<file path="src/rtl/prog_timer.sv">
// Programmable tick-driven timer: one-shot or periodic, with a saturating expiry counter.
// Counts tick strobes from load_value down to 1. Flags each expiry and then either reloads or returns to idle.
module prog_timer #(
    parameter int unsigned BITS = 8
) (
    input  logic            clk,
    input  logic            reset_n,
    input  logic            tick,
    input  logic            start,
    input  logic            stop,
    input  logic            mode,
    input  logic [BITS-1:0] load_value,
    output logic [BITS-1:0] count,
    output logic            busy,
    output logic            expired,
    output logic [7:0]      expire_cnt
);

    localparam int unsigned CNT_W = 8;

    typedef enum logic {
        IDLE = 1'b0,
        RUN  = 1'b1
    } state_t;

    state_t             state, state_nxt;
    logic [BITS-1:0]    count_q, count_nxt;
    logic [BITS-1:0]    period_q, period_nxt;
    logic               mode_q, mode_nxt;
    logic               expired_q, expired_nxt;
    logic [CNT_W-1:0]   ecnt_q, ecnt_nxt;
    logic               load_nz;

    assign load_nz = (load_value != '0);

    // State and registered outputs
    always_ff @(posedge clk or negedge reset_n) begin
        if (!reset_n) begin
            state     <= IDLE;
            count_q   <= '0;
            period_q  <= '0;
            mode_q    <= 1'b0;
            expired_q <= 1'b0;
            ecnt_q    <= '0;
            busy      <= 1'b0;
        end else begin
            state     <= state_nxt;
            count_q   <= count_nxt;
            period_q  <= period_nxt;
            mode_q    <= mode_nxt;
            expired_q <= expired_nxt;
            ecnt_q    <= ecnt_nxt;
            busy      <= (state_nxt == RUN);
        end
    end

    // Next-state logic; priority is stop > start > tick
    always_comb begin
        state_nxt   = state;
        count_nxt   = count_q;
        period_nxt  = period_q;
        mode_nxt    = mode_q;
        expired_nxt = 1'b0;
        ecnt_nxt    = ecnt_q;

        unique case (state)
            IDLE: begin
                if (start && load_nz) begin
                    state_nxt  = RUN;
                    count_nxt  = load_value;
                    period_nxt = load_value;
                    mode_nxt   = mode;
                    ecnt_nxt   = '0;
                end
            end
            RUN: begin
                if (stop || (start && !load_nz)) begin
                    state_nxt = IDLE;
                    count_nxt = '0;
                end else if (start) begin
                    count_nxt  = load_value;
                    period_nxt = load_value;
                    mode_nxt   = mode;
                end else if (tick) begin
                    if (count_q > BITS'(1)) begin
                        count_nxt = count_q - BITS'(1);
                    end else if (count_q == BITS'(1)) begin
                        expired_nxt = 1'b1;
                        if (ecnt_q != {CNT_W{1'b1}}) begin
                            ecnt_nxt = ecnt_q + CNT_W'(1);
                        end
                        // Periodic reload lands on the expiry tick itself, so no tick is lost
                        if (mode_q) begin
                            count_nxt = period_q;
                        end else begin
                            state_nxt = IDLE;
                            count_nxt = '0;
                        end
                    end
                end
            end
            default: begin
                state_nxt = IDLE;
            end
        endcase
    end

    assign count      = count_q;
    assign expired    = expired_q;
    assign expire_cnt = ecnt_q;

endmodule
</file>
<file path="config.mk">
export PLATFORM = sky130hd
export DESIGN_NAME = prog_timer
export DESIGN_NICKNAME = d
export VERILOG_FILES = /design/src/rtl/prog_timer.sv
export SDC_FILE = /design/constraint.sdc
export NUM_CORES = 1
export LEC_CHECK = 0
export CORE_UTILIZATION = 47
export DETAILED_ROUTE_END_ITERATION = 8
export DONT_BUFFER_PORTS = 1
export MAX_ROUTING_LAYER = met4
export PLACE_DENSITY = 0.65
export SYNTH_ARGS = -nofsm -noshare
export SYNTH_HDL_FRONTEND = slang
export SYNTH_SLANG_ARGS = --single-unit
</file>
<file path="constraint.sdc">
create_clock -name clk -period 6.1 [get_ports clk]
set_input_delay 0.61 -clock clk [delete_from_list [all_inputs] [get_ports clk]]
set_output_delay 0.61 -clock clk [all_outputs]
set_load 0.03 [all_outputs]
</file>
# --- Word level (Yosys, flattened, before mapping) ---
# Cells that the tools add are included.
word_totals:
  regBits: 27
  out_inout_bits: 18
classes:
  n_addsub: 2
  order_cmp: 1
  n_eq_ne: 12
  mux: 37
  bitwise: 1
  n_reduce_logical: 8
ops:
  columns: ["cell", "count"]
  rows:
  - ["8-bit 2-to-1 mux", 16]
  - ["8-bit case mux with 2 select lines", 3]
  - ["1-bit 2-to-1 mux", 16]
  - ["2-bit inequality test (second input constant)", 6]
  - ["8-bit by 1-bit adder with 8-bit output (second input constant)", 1]
  - ["8-bit by 1-bit equality test with 1-bit output (second input constant)", 1]
  - ["8-bit by 1-bit greater-than comparator with 1-bit output (second input constant)", 1]
  - ["8-bit inequality test (second input constant)", 1]
  - ["8-bit nonzero test", 1]
  - ["8-bit by 1-bit subtractor with 8-bit output (second input constant)", 1]
  - ["7-bit AND reduction", 1]
  - ["3-bit AND reduction", 2]
  - ["5-bit by 2-bit inequality test with 1-bit output (second input constant)", 1]
  - ["2-bit by 1-bit inequality test with 1-bit output (second input constant)", 2]
  - ["4-bit by 3-bit inequality test with 1-bit output (second input constant)", 1]
  - ["1-bit case mux with 2 select lines", 2]
  - ["1-bit logical AND", 2]
  - ["1-bit logical NOT", 1]
  - ["1-bit logical OR", 1]
  - ["1-bit NOT", 1]

# --- Longest topological paths before layout ---
logic_depth:
  depth_word: 8
  mapped_depth: 8
  ltp_nobuf: 7

# --- Least setup slack after synthesis ---
# Ideal clock, no wire load.
synth_timing:
  kind: "input port to flip-flop"
  startpoint: "input port start"
  endpoint: "register ecnt_q[6], in the netlist expire_cnt[6]"
  arrival_ns: 2.311
  required_time_ns: 6.022
  slack_ns: 3.711
  path_stages: 5
  n_path_buf: 1
  cell_sequence: "or3b_4 or4_4 buf_6 or4_1 a21oi_1"
synth_via:
  elab_chain_cells: 4
  word_cells_on_any_way: 7
  classes_between: "3 x eq/ne; 4 x reduce/logical"
synth_lines:
  columns: ["element", "line", "rtl"]
  rows:
  - ["start: declaration", "9", "input logic start,"]
  - ["1-bit logical AND", "77", "if (stop || (start && !load_nz)) begin"]
  - ["1-bit logical OR", "77", null]
  - ["2-bit inequality test (no line)", null, null]
  - ["7-bit AND reduction (no line) *", null, null]
  - ["end signal: assignment", "52", "ecnt_q <= ecnt_nxt;"]
  - ["end: declaration", "31", "logic [CNT_W-1:0] ecnt_q, ecnt_nxt;"]
# Every way passes the cells marked *; elsewhere a longest branch is shown, timed or not.
# A chain may end at the register's enable or synchronous reset.

# --- Worst setup path after layout ---
layout_timing:
  startpoint: "register count_q[4], in the netlist count[4]"
  endpoint: "register count_q[1], in the netlist count[1]"
layout_via:
  elab_chain_cells: 6
  word_cells_on_any_way: 9
  classes_between: "1 x order compare; 2 x eq/ne; 5 x mux; 1 x reduce/logical"
layout_lines:
  columns: ["element", "line", "rtl"]
  rows:
  - ["start: declaration", "27", "logic [BITS-1:0] count_q, count_nxt;"]
  - ["start signal: assignment", "48", "count_q <= count_nxt;"]
  - ["8-bit by 1-bit greater-than comparator with 1-bit output", "85", "if (count_q > BITS'(1)) begin"]
  - ["8-bit 2-to-1 mux", "85", null]
  - ["8-bit 2-to-1 mux", "84", "end else if (tick) begin"]
  - ["8-bit 2-to-1 mux", "80", "end else if (start) begin"]
  - ["8-bit 2-to-1 mux", "77", null]
  - ["8-bit case mux with 2 select lines", "66", "unique case (state)"]
# Several ways; a longest one is shown, not always the timed one. The select of a mux whose other input is x is not followed.

==> metrics.md <==
| Metric | Value |
|---|---|
| Final Wtd Congestion | 0.912 |
| Most used DFF post-synth | dfrtp_1 |
| Top Usage Layer GRT | met1 |
| Worst IR Drop VDD | 0.110 mV |
| Routed WL | 3.60 mm |
| Clk root buf | clkbuf_4 |
| GR Util met1 | 33.3% |
| Crit Path Category | flip-flop to flip-flop |
| FF-to-FF Start | count[4] |
| Seq. cell area | 676 um^2 |
| WL per Instance | 17.2 um |
| GRT met3 Usage | 6.77% |
| Slew margin rel. | 44.3% |
| Initial antenna violation count | 0 |
| Cells on worst reg2reg path | 5 |
| Required time of the critical path | 6310 ps |
| Initial core utilization | 50.2% |
| Cell variety after synth | 46 |
| Worst hold-check path type | input pin to asynchronous set/reset pin |
| Critical Path End Type | flip-flop |
| Port Buf Inserts | 0 |
| First-pass GRT wire length | 5.97 mm |
| Mapped Cells | 164 |
| Post-synthesis async set-or-reset flop share | 100% |
| Highest clock rate | 0.393 GHz |
| Iter 0 DRT Violations | 44 |
| Avg Cell Area, Syn | 9.43 um^2 |
| RSZ-0062 raised after global routing | false |
| Finished Layout Cells | 209 |
| Dpl ws | 3170 ps |
| Die width | 59.4 um |
| EDFF count, synth | 0 |
| Critical Path Start Type | flip-flop |
| Post-Syn Area | 1550 um^2 |
| M2 GR Usage | 32.1% |
| Setup Buffers After CTS | 0 |
| Synth warn | 0 |
| Slew Viols, Final | 0 |
| Max Cap Viol | 0 |
| CTS Buf Count | 3 |
| Endpoints failing setup | 0 |
| Net count after synthesis | 181 |
| Seq cells post-synth | 27 |
| Final hold violations | 0 |
| Gr ovfl total | 0 |
| DRT antenna net count | 0 |
| TritonRoute pass-1 iters | 4 |
| Core Region | 3080 um^2 |
| Final Skew | 7.59 ps |
| Via count | 1311 |
| Largest cells by area after synthesis | dfrtp_1, mux2_2, nor2_1, xnor2_1, nand2_1 |
| Boundary Pins | 32 |
| Fillers | 301 |
| Leading area contributor after synthesis | dfrtp_1 |
| Bufs on Longest Clock Path | 2 |
| Status | complete, no violations |
| Final setup TNS | 0 ps |
| Crit path max fanout | 12 |
| Number of nets in the layout | 183 |
| Final WS setup | 3550 ps |
| Overall die area | 3520 um^2 |
| Layout area overhead | 5.26% |
| Total GRT Usage | 23.7% |
| CP peak stage delay | 730 ps |
| Chip height | 59.4 um |
| Min Tclk post-route | 2550 ps |
| Sinks on Clock Net | 27 |
| Vias per inst | 6.27 |
| ANT cells | 0 |
| # rows | 20 |
| LEAKAGE | 0.649 nW |
| Placed cells | 204 |
| Layout cells sized above 1 | 10.3% |
| Data arrival, critical path | 2760 ps |
| Worst-path clk slew | 140 ps |
| Slowest-stage cell, CP | nor3_2 |
| CTS tree | built |
| Worst slew pin tran | 831 ps |
| Post-DP HPWL | 2.65 mm |
| Area of the multi-input gates | 825 um^2 |
| Tcrit/Tclk final | 41.7% |
| Register area share after synthesis | 43.7% |
| R2R Path End | count[1] |
| H-tree levels | 1 |
| Drt drc | 0 |
| Vias in the first global route | 1224 |
| Worst reg2reg setup slack | 3550 ps |
| CP Cell Sequence | or3_1 -> nor3_2 -> mux2i_1 -> a221oi_1 -> a21oi_1 |
| Post-synth top area share | 43.7% |
| Pwr Density | 246 nW/um^2 |
| Most frequent cell after synthesis | dfrtp_1 |
| Synth top cells by count | dfrtp_1, nor2_1, nand2_1 |
| Clock Latency Late Sink | 330 ps |
| Pin count of the biggest net entering global routing | 28 |
-- repair_timing --
action,CTS,global route
gates resized for setup,0,0
hold buffers,1,0
endpoints found under the hold margin,27,0
-- final cells by class --
class / instances / area share, %
repair buffers: 1 / 1.23
clock buffers: 4 / 1.61
well taps: 44 / 3.38
multi-input cells: 126 / 50.7
inverters: 7 / 1.61
flip-flops and latches: 27 / 41.5
-- logic make-up (layout without fill, tap and decap cells) --
kind of cell | Yosys count | in the layout | share of synthesized area, %
flip-flops | 27 | 27 | 43.7
AO/OA/AOI/OAI | 45 | 45 | 19.5
multiplexers | 9 | 9 | 6.39
XOR/XNOR | 8 | 8 | 4.53
AND/OR/NAND/NOR | 61 | 61 | 20.1
buffers and inverters | 11 | 12 | 3.32
adder cells (fa/ha/maj) | 3 | 3 | 2.43
-- worst max-delay path by stage --
stage	cells past startpoint	slack [ps]	to	from
final	5	3550	count[1]	count[4]
after global placement	5	3340	count[1]	count[4]
after CTS	5	3150	count[1]	count[4]
after detailed placement	5	3170	count[1]	count[4]
after floorplan	5	3710	expire_cnt[6]	start
after global routing	5	3350	count[1]	count[4]
-- state kept, by name (all words and copies together), names as in the netlist --
name and flops:
expired 1, state 1, expire_cnt 8, count 8, mode_q 1, period_q 8
-- per-layer routing --
metal	up-vias	wire [um]
li1	615	-
met1	628	1660
met2	61	1570
met3	7	315
met4	0	59
met5	-	0
-- metrics by stage --
step	area, um^2	util [%]	hold slack, ps	total power [mW]
2_1_floorplan	1550	-	314	0.299
3_3_place_gp	1580	51.2	315	0.316
3_5_place_dp	1580	51.2	315	0.320
5_1_grt	1630	52.9	46.4	0.428
6_report	1630	52.9	71.4	0.400
4_1_cts	1620	52.7	72.0	0.403
-- critical path: cells and delay by family, from the launching register on --
family,cells,cell delay [ps]
AND/OR/NAND/NOR,2,1270
AO/OA/AOI/OAI,2,400
flip-flops,1,580
multiplexers,1,180
-- placed cells by master, fill, tap and decap left out, types with 3 or more instances in the layout --
master	n
nand2_1	14
a31oi_1	4
nor2_1	19
xnor2_1	7
nor4_1	3
a21oi_1	10
ha_1	3
inv_1	7
clkbuf_4	3
mux2_2	7
or3_1	3
dfrtp_1	27
or4_1	4
o21ai_0	10
nor3_1	4
-- where the power goes --
part	total, mW	switching [mW]	internal [mW]
Clock	0.0778	0.0521	0.0257
Sequential	0.241	0.0443	0.197
Combinational	0.0819	0.0458	0.0361
Note: power is estimated with default switching activity, not from simulation.
